### config.mk
export PLATFORM = sky130hd
export DESIGN_NAME = branch_unit
export DESIGN_NICKNAME = d
export VERILOG_FILES = /design/src/rtl/branch_unit.sv
export SDC_FILE = /design/constraint.sdc
export NUM_CORES = 1
export LEC_CHECK = 0
export ABC_AREA = 0
export CAP_MARGIN = 20
export CELL_PAD_IN_SITES_DETAIL_PLACEMENT = 0
export CELL_PAD_IN_SITES_GLOBAL_PLACEMENT = 1
export CORE_MARGIN = 1
export CORE_UTILIZATION = 37
export DETAILED_ROUTE_END_ITERATION = 7
export PLACE_DENSITY_LB_ADDON = 0.15
export SYNTH_ARGS = -nofsm -noshare
export SYNTH_HDL_FRONTEND = slang
export SYNTH_SLANG_ARGS = --single-unit
### constraint.sdc
create_clock -name i_clk -period 3.5 [get_ports i_clk]
set_input_delay 0.7 -clock i_clk [delete_from_list [all_inputs] [get_ports i_clk]]
set_output_delay 0.7 -clock i_clk [all_outputs]
set_load 0.02 [all_outputs]
### src/rtl/branch_unit.sv
// ----------------------------------------------------------------------------
// branch_unit
//   Jump/branch unit. It assembles a multi-byte target address from the data
//   bus, MSB byte first, and evaluates a condition code against flags captured
//   at start. It then issues a one-cycle PC load, either absolute or relative
//   to the captured PC. An optional circular return-address stack provides
//   call/return.
//
// Configuration macro:
//   BRANCH_RAS_EN  defined   -> return-address stack with call/return built
//                  undefined -> no stack; call acts as a jump, return never
//                               taken, ras_ovf/ras_unf tied low
//
// Ports:
//   i_clk, i_rst        clock, synchronous active-high reset
//   i_cins[7:0]         [3:0] cond select, [4] relative, [5] call, [6] return
//   i_start             begin a branch (IDLE only)
//   i_databus           address byte source
//   i_byte_valid        databus holds next address byte (COLLECT only)
//   i_pcin              current PC
//   i_zflag/oflag/cflag/sflag  ALU flags
//   o_busy              FSM not idle
//   o_done              one-cycle pulse in ISSUE
//   o_pcoe, o_pcout     PC load enable and target (target zero when not loading)
//   o_ras_ovf/o_ras_unf sticky stack overflow/underflow
// ----------------------------------------------------------------------------
module branch_unit #(
    parameter int unsigned ADDR_W    = 16,
    parameter int unsigned DATA_W    = 8,
    parameter int unsigned RAS_DEPTH = 4
) (
    input  logic              i_clk,
    input  logic              i_rst,
    input  logic [7:0]        i_cins,
    input  logic              i_start,
    input  logic [DATA_W-1:0] i_databus,
    input  logic              i_byte_valid,
    input  logic [ADDR_W-1:0] i_pcin,
    input  logic              i_zflag,
    input  logic              i_oflag,
    input  logic              i_cflag,
    input  logic              i_sflag,
    output logic              o_busy,
    output logic              o_done,
    output logic              o_pcoe,
    output logic [ADDR_W-1:0] o_pcout,
    output logic              o_ras_ovf,
    output logic              o_ras_unf
);

    localparam int unsigned NBYTES = ADDR_W / DATA_W;
    localparam int unsigned CNT_W  = $clog2(NBYTES + 1);

    typedef enum logic [1:0] {
        S_IDLE,
        S_COLLECT,
        S_ISSUE
    } state_t;

    state_t r_state;
    state_t w_next;

    logic [3:0]        r_sel;
    logic              r_rel;
    logic              r_call;
    logic              r_ret;
    logic              r_z;
    logic              r_o;
    logic              r_c;
    logic              r_s;
    logic [ADDR_W-1:0] r_pc;
    logic [ADDR_W-1:0] r_addr;
    logic [CNT_W-1:0]  r_cnt;

    logic              w_last_byte;
    logic [ADDR_W-1:0] w_addr_shift;
    logic              w_cond;
    logic              w_taken;
    logic [ADDR_W-1:0] w_ret_tgt;
    logic [ADDR_W-1:0] w_target;

    // Truncating the concatenation keeps the low ADDR_W bits, which is a
    // left shift by one byte that also works when NBYTES == 1.
    assign w_addr_shift = ADDR_W'({r_addr, i_databus});
    assign w_last_byte  = i_byte_valid && (r_cnt == CNT_W'(NBYTES - 1));

    // ------------------------------------------------------------------
    // State register
    // ------------------------------------------------------------------
    always_ff @(posedge i_clk) begin
        if (i_rst) begin
            r_state <= S_IDLE;
        end else begin
            r_state <= w_next;
        end
    end

    // ------------------------------------------------------------------
    // Next state and outputs
    // ------------------------------------------------------------------
    always_comb begin
        w_next  = r_state;
        o_busy  = 1'b0;
        o_done  = 1'b0;
        o_pcoe  = 1'b0;
        o_pcout = '0;
        case (r_state)
            S_IDLE: begin
                if (i_start) begin
                    w_next = i_cins[6] ? S_ISSUE : S_COLLECT;
                end
            end
            S_COLLECT: begin
                o_busy = 1'b1;
                if (w_last_byte) begin
                    w_next = S_ISSUE;
                end
            end
            S_ISSUE: begin
                o_busy  = 1'b1;
                o_done  = 1'b1;
                o_pcoe  = w_taken;
                o_pcout = w_taken ? w_target : '0;
                w_next  = S_IDLE;
            end
            default: begin
                w_next = S_IDLE;
            end
        endcase
    end

    // ------------------------------------------------------------------
    // Capture registers and address assembly
    // ------------------------------------------------------------------
    always_ff @(posedge i_clk) begin
        if (i_rst) begin
            r_sel  <= '0;
            r_rel  <= 1'b0;
            r_call <= 1'b0;
            r_ret  <= 1'b0;
            r_z    <= 1'b0;
            r_o    <= 1'b0;
            r_c    <= 1'b0;
            r_s    <= 1'b0;
            r_pc   <= '0;
            r_addr <= '0;
            r_cnt  <= '0;
        end else begin
            case (r_state)
                S_IDLE: begin
                    if (i_start) begin
                        r_sel  <= i_cins[3:0];
                        r_rel  <= i_cins[4];
                        r_call <= i_cins[5];
                        r_ret  <= i_cins[6];
                        r_z    <= i_zflag;
                        r_o    <= i_oflag;
                        r_c    <= i_cflag;
                        r_s    <= i_sflag;
                        r_pc   <= i_pcin;
                        r_cnt  <= '0;
                    end
                end
                S_COLLECT: begin
                    if (i_byte_valid) begin
                        r_addr <= w_addr_shift;
                        r_cnt  <= r_cnt + CNT_W'(1);
                    end
                end
                default: begin
                end
            endcase
        end
    end

    // ------------------------------------------------------------------
    // Condition evaluation on captured flags
    // ------------------------------------------------------------------
    always_comb begin
        w_cond = 1'b0;
        case (r_sel)
            4'd0:    w_cond = 1'b1;
            4'd1:    w_cond = r_z;
            4'd2:    w_cond = !r_z;
            4'd3:    w_cond = r_c;
            4'd4:    w_cond = r_c | r_z;
            4'd5:    w_cond = !(r_c | r_z);
            4'd6:    w_cond = !r_c | r_z;
            4'd7:    w_cond = r_o ^ r_s;
            4'd8:    w_cond = (r_o ^ r_s) | r_z;
            4'd9:    w_cond = (r_o == r_s) & !r_z;
            4'd10:   w_cond = (r_o == r_s) | r_z;
            default: w_cond = 1'b0;
        endcase
    end

    assign w_target = r_ret ? w_ret_tgt :
                      r_rel ? (r_pc + r_addr) : r_addr;

`ifdef BRANCH_RAS_EN
    // ------------------------------------------------------------------
    // Circular return-address stack: r_wp is the next free slot, r_depth
    // the number of valid entries (saturates at RAS_DEPTH on overflow).
    // ------------------------------------------------------------------
    localparam int unsigned PTR_W  = (RAS_DEPTH > 1) ? $clog2(RAS_DEPTH) : 1;
    localparam int unsigned SCNT_W = $clog2(RAS_DEPTH + 1);

    logic [ADDR_W-1:0] r_ras [RAS_DEPTH];
    logic [PTR_W-1:0]  r_wp;
    logic [SCNT_W-1:0] r_depth;
    logic              r_ovf;
    logic              r_unf;

    logic [PTR_W-1:0]  w_wp_inc;
    logic [PTR_W-1:0]  w_wp_dec;
    logic              w_cond_eff;
    logic              w_empty;
    logic              w_push;
    logic              w_pop;
    logic              w_unf_evt;
    logic              w_unused;

    assign w_wp_inc = (r_wp == PTR_W'(RAS_DEPTH - 1)) ? '0 : r_wp + PTR_W'(1);
    assign w_wp_dec = (r_wp == '0) ? PTR_W'(RAS_DEPTH - 1) : r_wp - PTR_W'(1);

    // call+return together disables both paths
    assign w_cond_eff = w_cond & !(r_call & r_ret);
    assign w_empty    = (r_depth == '0);
    assign w_taken    = r_ret ? (w_cond_eff & !w_empty) : w_cond_eff;
    assign w_ret_tgt  = r_ras[w_wp_dec];

    assign w_push    = o_done & !r_ret & r_call & w_cond_eff;
    assign w_pop     = o_done & r_ret & w_cond_eff & !w_empty;
    assign w_unf_evt = o_done & r_ret & w_cond_eff & w_empty;

    always_ff @(posedge i_clk) begin
        if (w_push) begin
            r_ras[r_wp] <= r_pc;
        end
    end

    always_ff @(posedge i_clk) begin
        if (i_rst) begin
            r_wp    <= '0;
            r_depth <= '0;
            r_ovf   <= 1'b0;
            r_unf   <= 1'b0;
        end else begin
            if (w_push) begin
                r_wp <= w_wp_inc;
                if (r_depth == SCNT_W'(RAS_DEPTH)) begin
                    r_ovf <= 1'b1;
                end else begin
                    r_depth <= r_depth + SCNT_W'(1);
                end
            end else if (w_pop) begin
                r_wp    <= w_wp_dec;
                r_depth <= r_depth - SCNT_W'(1);
            end
            if (w_unf_evt) begin
                r_unf <= 1'b1;
            end
        end
    end

    assign o_ras_ovf = r_ovf;
    assign o_ras_unf = r_unf;
    assign w_unused  = i_cins[7];
`else
    localparam int unsigned UNUSED_RAS_DEPTH = RAS_DEPTH;

    logic w_unused;

    // Without a stack a return can never be taken and call is ignored.
    assign w_taken   = !r_ret & w_cond;
    assign w_ret_tgt = '0;
    assign o_ras_ovf = 1'b0;
    assign o_ras_unf = 1'b0;
    assign w_unused  = ^{i_cins[7], r_call};
`endif

endmodule

# ---- Yosys cells after proc, flatten, opt, wreduce, memory -nomap -nowiden
# Index checks and enable logic that the tools add are counted.
dict set report word_totals {
  regBits 46
  elab_cells 65
  input_bits 40
  out_inout_bits 21
}
dict set report op_classes {
  n_mux 15
  n_reduce_logical 13
  n_eq_ne 17
  add_sub_neg 2
  bitwise_logic 7
}
# operator count
set op_table {}
lappend op_table {{$mux 16} 4}
lappend op_table {{$add 16x16->16} 1}
lappend op_table {{$eq 4x3->1 const B} 4}
lappend op_table {{$eq 4x4->1 const B} 3}
lappend op_table {{$pmux 1 s11} 1}
lappend op_table {{$mux 2} 5}
lappend op_table {{$eq 4x2->1 const B} 2}
lappend op_table {{$pmux 2 s2} 2}
lappend op_table {{$ne 2x2->1 const B} 3}
lappend op_table {{$reduce_and 2->1} 3}
lappend op_table {{$eq 2x1->1 const B} 2}
lappend op_table {{$eq 4x1->1 const B} 1}
lappend op_table {{$logic_not 1->1} 4}
lappend op_table {{$logic_not 4->1} 1}
lappend op_table {{$or 1x1->1} 4}
lappend op_table {{$mux 1} 3}
lappend op_table {{$reduce_and 3->1} 1}
lappend op_table {{$add 2x1->2 const B} 1}
lappend op_table {{$and 1x1->1} 2}
lappend op_table {{$eq 2x2->1 const B} 1}
lappend op_table {{$logic_not 2->1} 1}
lappend op_table {{$reduce_bool 2->1} 1}
lappend op_table {{$reduce_or 2->1} 1}
lappend op_table {{$eq 1x1->1} 1}
lappend op_table {{other kinds (2)} 2}

# ---- Depth between registers and ports, before layout
dict set report logic_depth {
  ltp_word 6
  ltp_mapped 8
}

# ---- Least setup slack after synthesis
# No wires, ideal clock.
dict set report synth_path {
  kind {register to output}
  from {register r_addr[0]}
  to {output o_pcout[8]}
  required_time_ps 2800
  t_arrival_ps 2384
  stages_incl_launch_ff 9
  path_slack_ps 416
  path_cell_list {dfxtp_1 ha_1 fa_1 a21oi_1 o21ai_1 a21oi_1 nor2_1 or4_1 a31oi_1}
}
dict set report synth_via {
  elab_chain_len 5
}
# element line
set synth_lines {}
lappend synth_lines {{start, declared} 72} ;# logic [ADDR_W-1:0] r_addr;
lappend synth_lines {{start signal, assigned} 166} ;# r_addr <= w_addr_shift;
lappend synth_lines {{$add 16x16->16} 198} ;# r_rel ? (r_pc + r_addr) : r_addr;
lappend synth_lines {{$mux 16} 198}
lappend synth_lines {{$mux 16} 197} ;# assign w_target = r_ret ? w_ret_tgt :
lappend synth_lines {{$mux 16} 123} ;# o_pcout = w_taken ? w_target : '0;
lappend synth_lines {{$mux 16} 107} ;# case (r_state)
lappend synth_lines {{end, declared} 46} ;# output logic [ADDR_W-1:0] o_pcout,
# Every way passes these cells.

# ---- Worst setup path after layout
dict set report layout_path {
  from {register r_pc[0]}
  to {output o_pcout[14]}
}
dict set report layout_via {
  elab_chain_len 5
}
# element line
set layout_lines {}
lappend layout_lines {{start, declared} 71} ;# logic [ADDR_W-1:0] r_pc;
lappend layout_lines {{start signal, assigned} 160} ;# r_pc <= i_pcin;
lappend layout_lines {{$add 16x16->16} 198}
lappend layout_lines {{$mux 16} 198}
lappend layout_lines {{$mux 16} 197}
lappend layout_lines {{$mux 16} 123}
lappend layout_lines {{$mux 16} 107}
# Every way passes these cells.

==> flow_summary.ini <==
[status]
status = finished clean

[sta]
slew_headroom_pct = 58.8
fin_crit_ns = 3.38
finalSetupViolations = 0
rsz0062_at_grt = no
worst_pin_slew_ns = 0.618
max_freq_ghz = 0.296
fin_crit_sh_pct = 96.7
finalSetupTns_ns = 0
final-hold-violation-count = 0
slew_violations = 0
skew_ns = 0.00937

[detailed_routing]
drt_iter0_drc = 133
num_vias = 3033
wire_per_inst_um = 14.5
vias_per_cell = 5.27
ant_nets = 0
wl_um = 8330
first_pass_iters = 6
drc = 0

[yosys]
muxShareOfSynthArea_pct = 3.38
ys.flop_type = dfxtp_1
synth-simple-area-share_pct = 26.0
avgSynthCellArea_um2 = 7.26
synth_compound_area_share_pct = 24.7
synth_adder_area_share_pct = 8.60
async_flop_share_pct = 0
ys_types = 57
ys_seq_area_share_pct = 30.7
synth_top_family_by_area = simple AND/OR/NAND/NOR gates
yosys_warnings = 0
netlist_instances = 413
ys_seq_elements = 46
synth_xor_xnor_area_share_pct = 1.46
synth_area_mm2 = 0.00300
synth-edff-count = 0

[floorplanning]
rows = 32
fp.dieH_um = 92.0
dieArea_mm2 = 0.00847
die_width_um = 92.0
io_pins = 61
core_mm2 = 0.00777
initial_core_util_pct = 38.6

[critical_path]
crit_arrival_ns = 2.68
required_ns = 2.80
max_stage_delay_ns = 0.38
startpoint_type = flop
cp-end-kind = primary output
slowest_stage = fa_2
path_delay_family = compound AO/OA/AOI/OAI gates
crit_chain = ha_1 > fa_2 > a21oi_4 > o211a_1 > o21ai_1 > a31oi_1 > mux2_2 > a21oi_2 > clkdlybuf4s15_2
critical_path_class = flop to primary output
critPathBufInv = 1
critPathMaxFanout = 3

[power]
p_clk_share_pct = 26.7
intPower_w = 0.000821
p_switching_w = 0.000368
power_density_mw_per_mm2 = 311
switching_share_pct = 30.9
leakagePower_nw = 1.52
power.share.combinational_pct = 24.6
ir_drop_mv = 0.214
seqPwrFrac_pct = 48.7

[cts]
hold_buffers = 0
cts_setup_buffers = 0
cts_tree = done
clockBufferDepth = 2
htreeDepth = 2
clock_latency_ns = 0.30
cts_sinks = 46
cts.clk_slew.worst_paths_ns = 0.08
cts_buffers = 5
cts_root_buf = clkbuf_8

[placed_design]
io_buffer_count = 56
gp_congestion = 0.829
dp_hpwl_um = 6200
dp.cells = 569

[final_layout]
drive_above_1_share_pct = 8.65
n_antenna_cell = 0
nets = 534
fill_cells = 817
stdcell_count = 576
final_core_util_pct = 49.2
area_growth_pct = 27.4

[global_routing]
grt_max_degree = 47
antenna_found_initial = 0
global_route.usage.total_pct = 20.1
grt_pass1_wl_um = 13600
grt_pass1_vias = 2821
overflow = 0

[worst_hold_path]
hp-class = flop to flop

[job]
cap_violations = 0
registers in the layout (all words and copies together) (netlist names):
name and flops:
r_state 2, r_sel 4, r_o 1, r_s 1, r_cnt 2, r_addr 16, r_c 1, r_rel 1
r_pc 16, r_z 1, r_ret 1
cells in the mapped netlist, types with 3 or more instances:
master     count  area [um^2]
buf_2          4         20.0
clkbuf_1      14         52.6
nor3_1         6         30.0
and3_1         3         18.8
and2_1         3         18.8
dfxtp_1       46          921
nand2_1      102          383
o21ai_0       15         75.1
xnor2_1        4         35.0
a211o_1        3         26.3
nand4_1        3         18.8
nand3b_1       3         22.5
a31oi_1       10         62.6
nor2b_1        7         43.8
a21oi_1       65          325
nor2_1        24         90.1
nand3_1        4         20.0
nand2b_1       5         31.3
o2111ai_1      3         26.3
ha_1          19          238
or3_1          4         25.0
inv_1         11         41.3
mux2i_1        9         90.1
a21o_1         3         22.5
cell type report:
class,count,area [um^2],share of cell area (%)
repair buffers,76,703,18.4
flip-flops and latches,46,921,24.1
inverters,12,45.0,1.18
multi-input cells,333,1950,51.0
clock buffers,7,76.3,2.00
well taps,102,128,3.34
per-stage QoR:
step | setup WS [ns] | hold WS [ns] | instance area [um^2] | total power (W)
6_report | 0.117 | 0.459 | 3820 | 0.00119
5_1_grt | 0.00203 | 0.474 | 3820 | 0.00125
3_3_place_gp | -0.0656 | 0.440 | 3730 | 0.000879
2_1_floorplan | 0.416 | 0.431 | 3000 | 0.000771
3_5_place_dp | -0.0977 | 0.449 | 3730 | 0.000883
4_1_cts | -0.0657 | 0.460 | 3810 | 0.00119
per-layer routing:
layer	share of wire, %	vias to the layer above	track usage (%)
met2	45	71	33.1
li1	-	1560	-
met3	3.9	12	3.07
met1	49	1390	26.8
met4	1.7	0	6.64
met5	0	-	0
placed cells by master (no fill, tap or decap), types with 3 or more instances in the layout:
cell type | netlist | routed
clkbuf_8 | 0 | 5
nand3b_1 | 3 | 3
buf_4 | 2 | 20
xnor2_1 | 4 | 4
nor2_1 | 24 | 24
nand4_1 | 3 | 3
a21o_1 | 3 | 3
inv_1 | 11 | 11
and2_1 | 3 | 3
a31oi_1 | 10 | 10
nand2_1 | 102 | 102
o2111ai_1 | 3 | 3
dfxtp_1 | 46 | 46
o21ai_0 | 15 | 14
nor2b_1 | 7 | 7
nand3_1 | 4 | 4
clkdlybuf4s50_1 | 0 | 45
a211o_1 | 3 | 3
mux2i_1 | 9 | 9
dlymetal6s2s_1 | 0 | 3
and3_1 | 3 | 3
ha_1 | 19 | 19
a21oi_1 | 65 | 63
o21ai_1 | 2 | 3
nor3_1 | 6 | 6
nand2b_1 | 5 | 5
or3_1 | 4 | 4
dlygate4sd2_1 | 0 | 5
logic make-up (layout without fill, tap and decap cells):
kind of cell	count (synthesis)	in the layout
compound gates	123	123
xor+xnor	5	5
fa+ha+maj	20	20
buf+inv	35	95
flops	46	46
mux	10	10
other cells	1	2
simple gates	173	173
what timing repair did:
item                                    4_1_cts  5_1_grt
resized for setup                            13       11
pin swaps                                     0        1
endpoints found under the setup margin        8        8
final timing paths:
| kind | cells past startpoint | start | slack (ns) | to |
|---|---|---|---|---|
| hold / removal | 2 | r_ret | 0.46 | r_ret |
| setup reg to reg | 6 | r_state[0] | 1.78 | r_state[0] |
| setup / recovery | 9 | r_pc[0] | 0.12 | o_pcout[14] |
| hold reg to reg | 2 | r_ret | 0.46 | r_ret |
worst reg2reg max path: cells and delay by family, from the launching register on:
family | cells | cell delay, ns
buf+inv | 2 | 0.37
simple gates | 2 | 0.56
compound gates | 1 | 0.14
fa+ha+maj | 1 | 0.25
flops | 1 | 0.34
power by group through the flow:
stage / logic [W] / registers, W / clock network, W
finish: 0.000292 / 0.000579 / 0.000317
floorplan: 0.000190 / 0.000581 / 0
CTS: 0.000294 / 0.000579 / 0.000320
global placement: 0.000289 / 0.000590 / 0
detailed placement: 0.000292 / 0.000591 / 0
global route: 0.000324 / 0.000584 / 0.000344
Power figures use the tool's default switching activity.
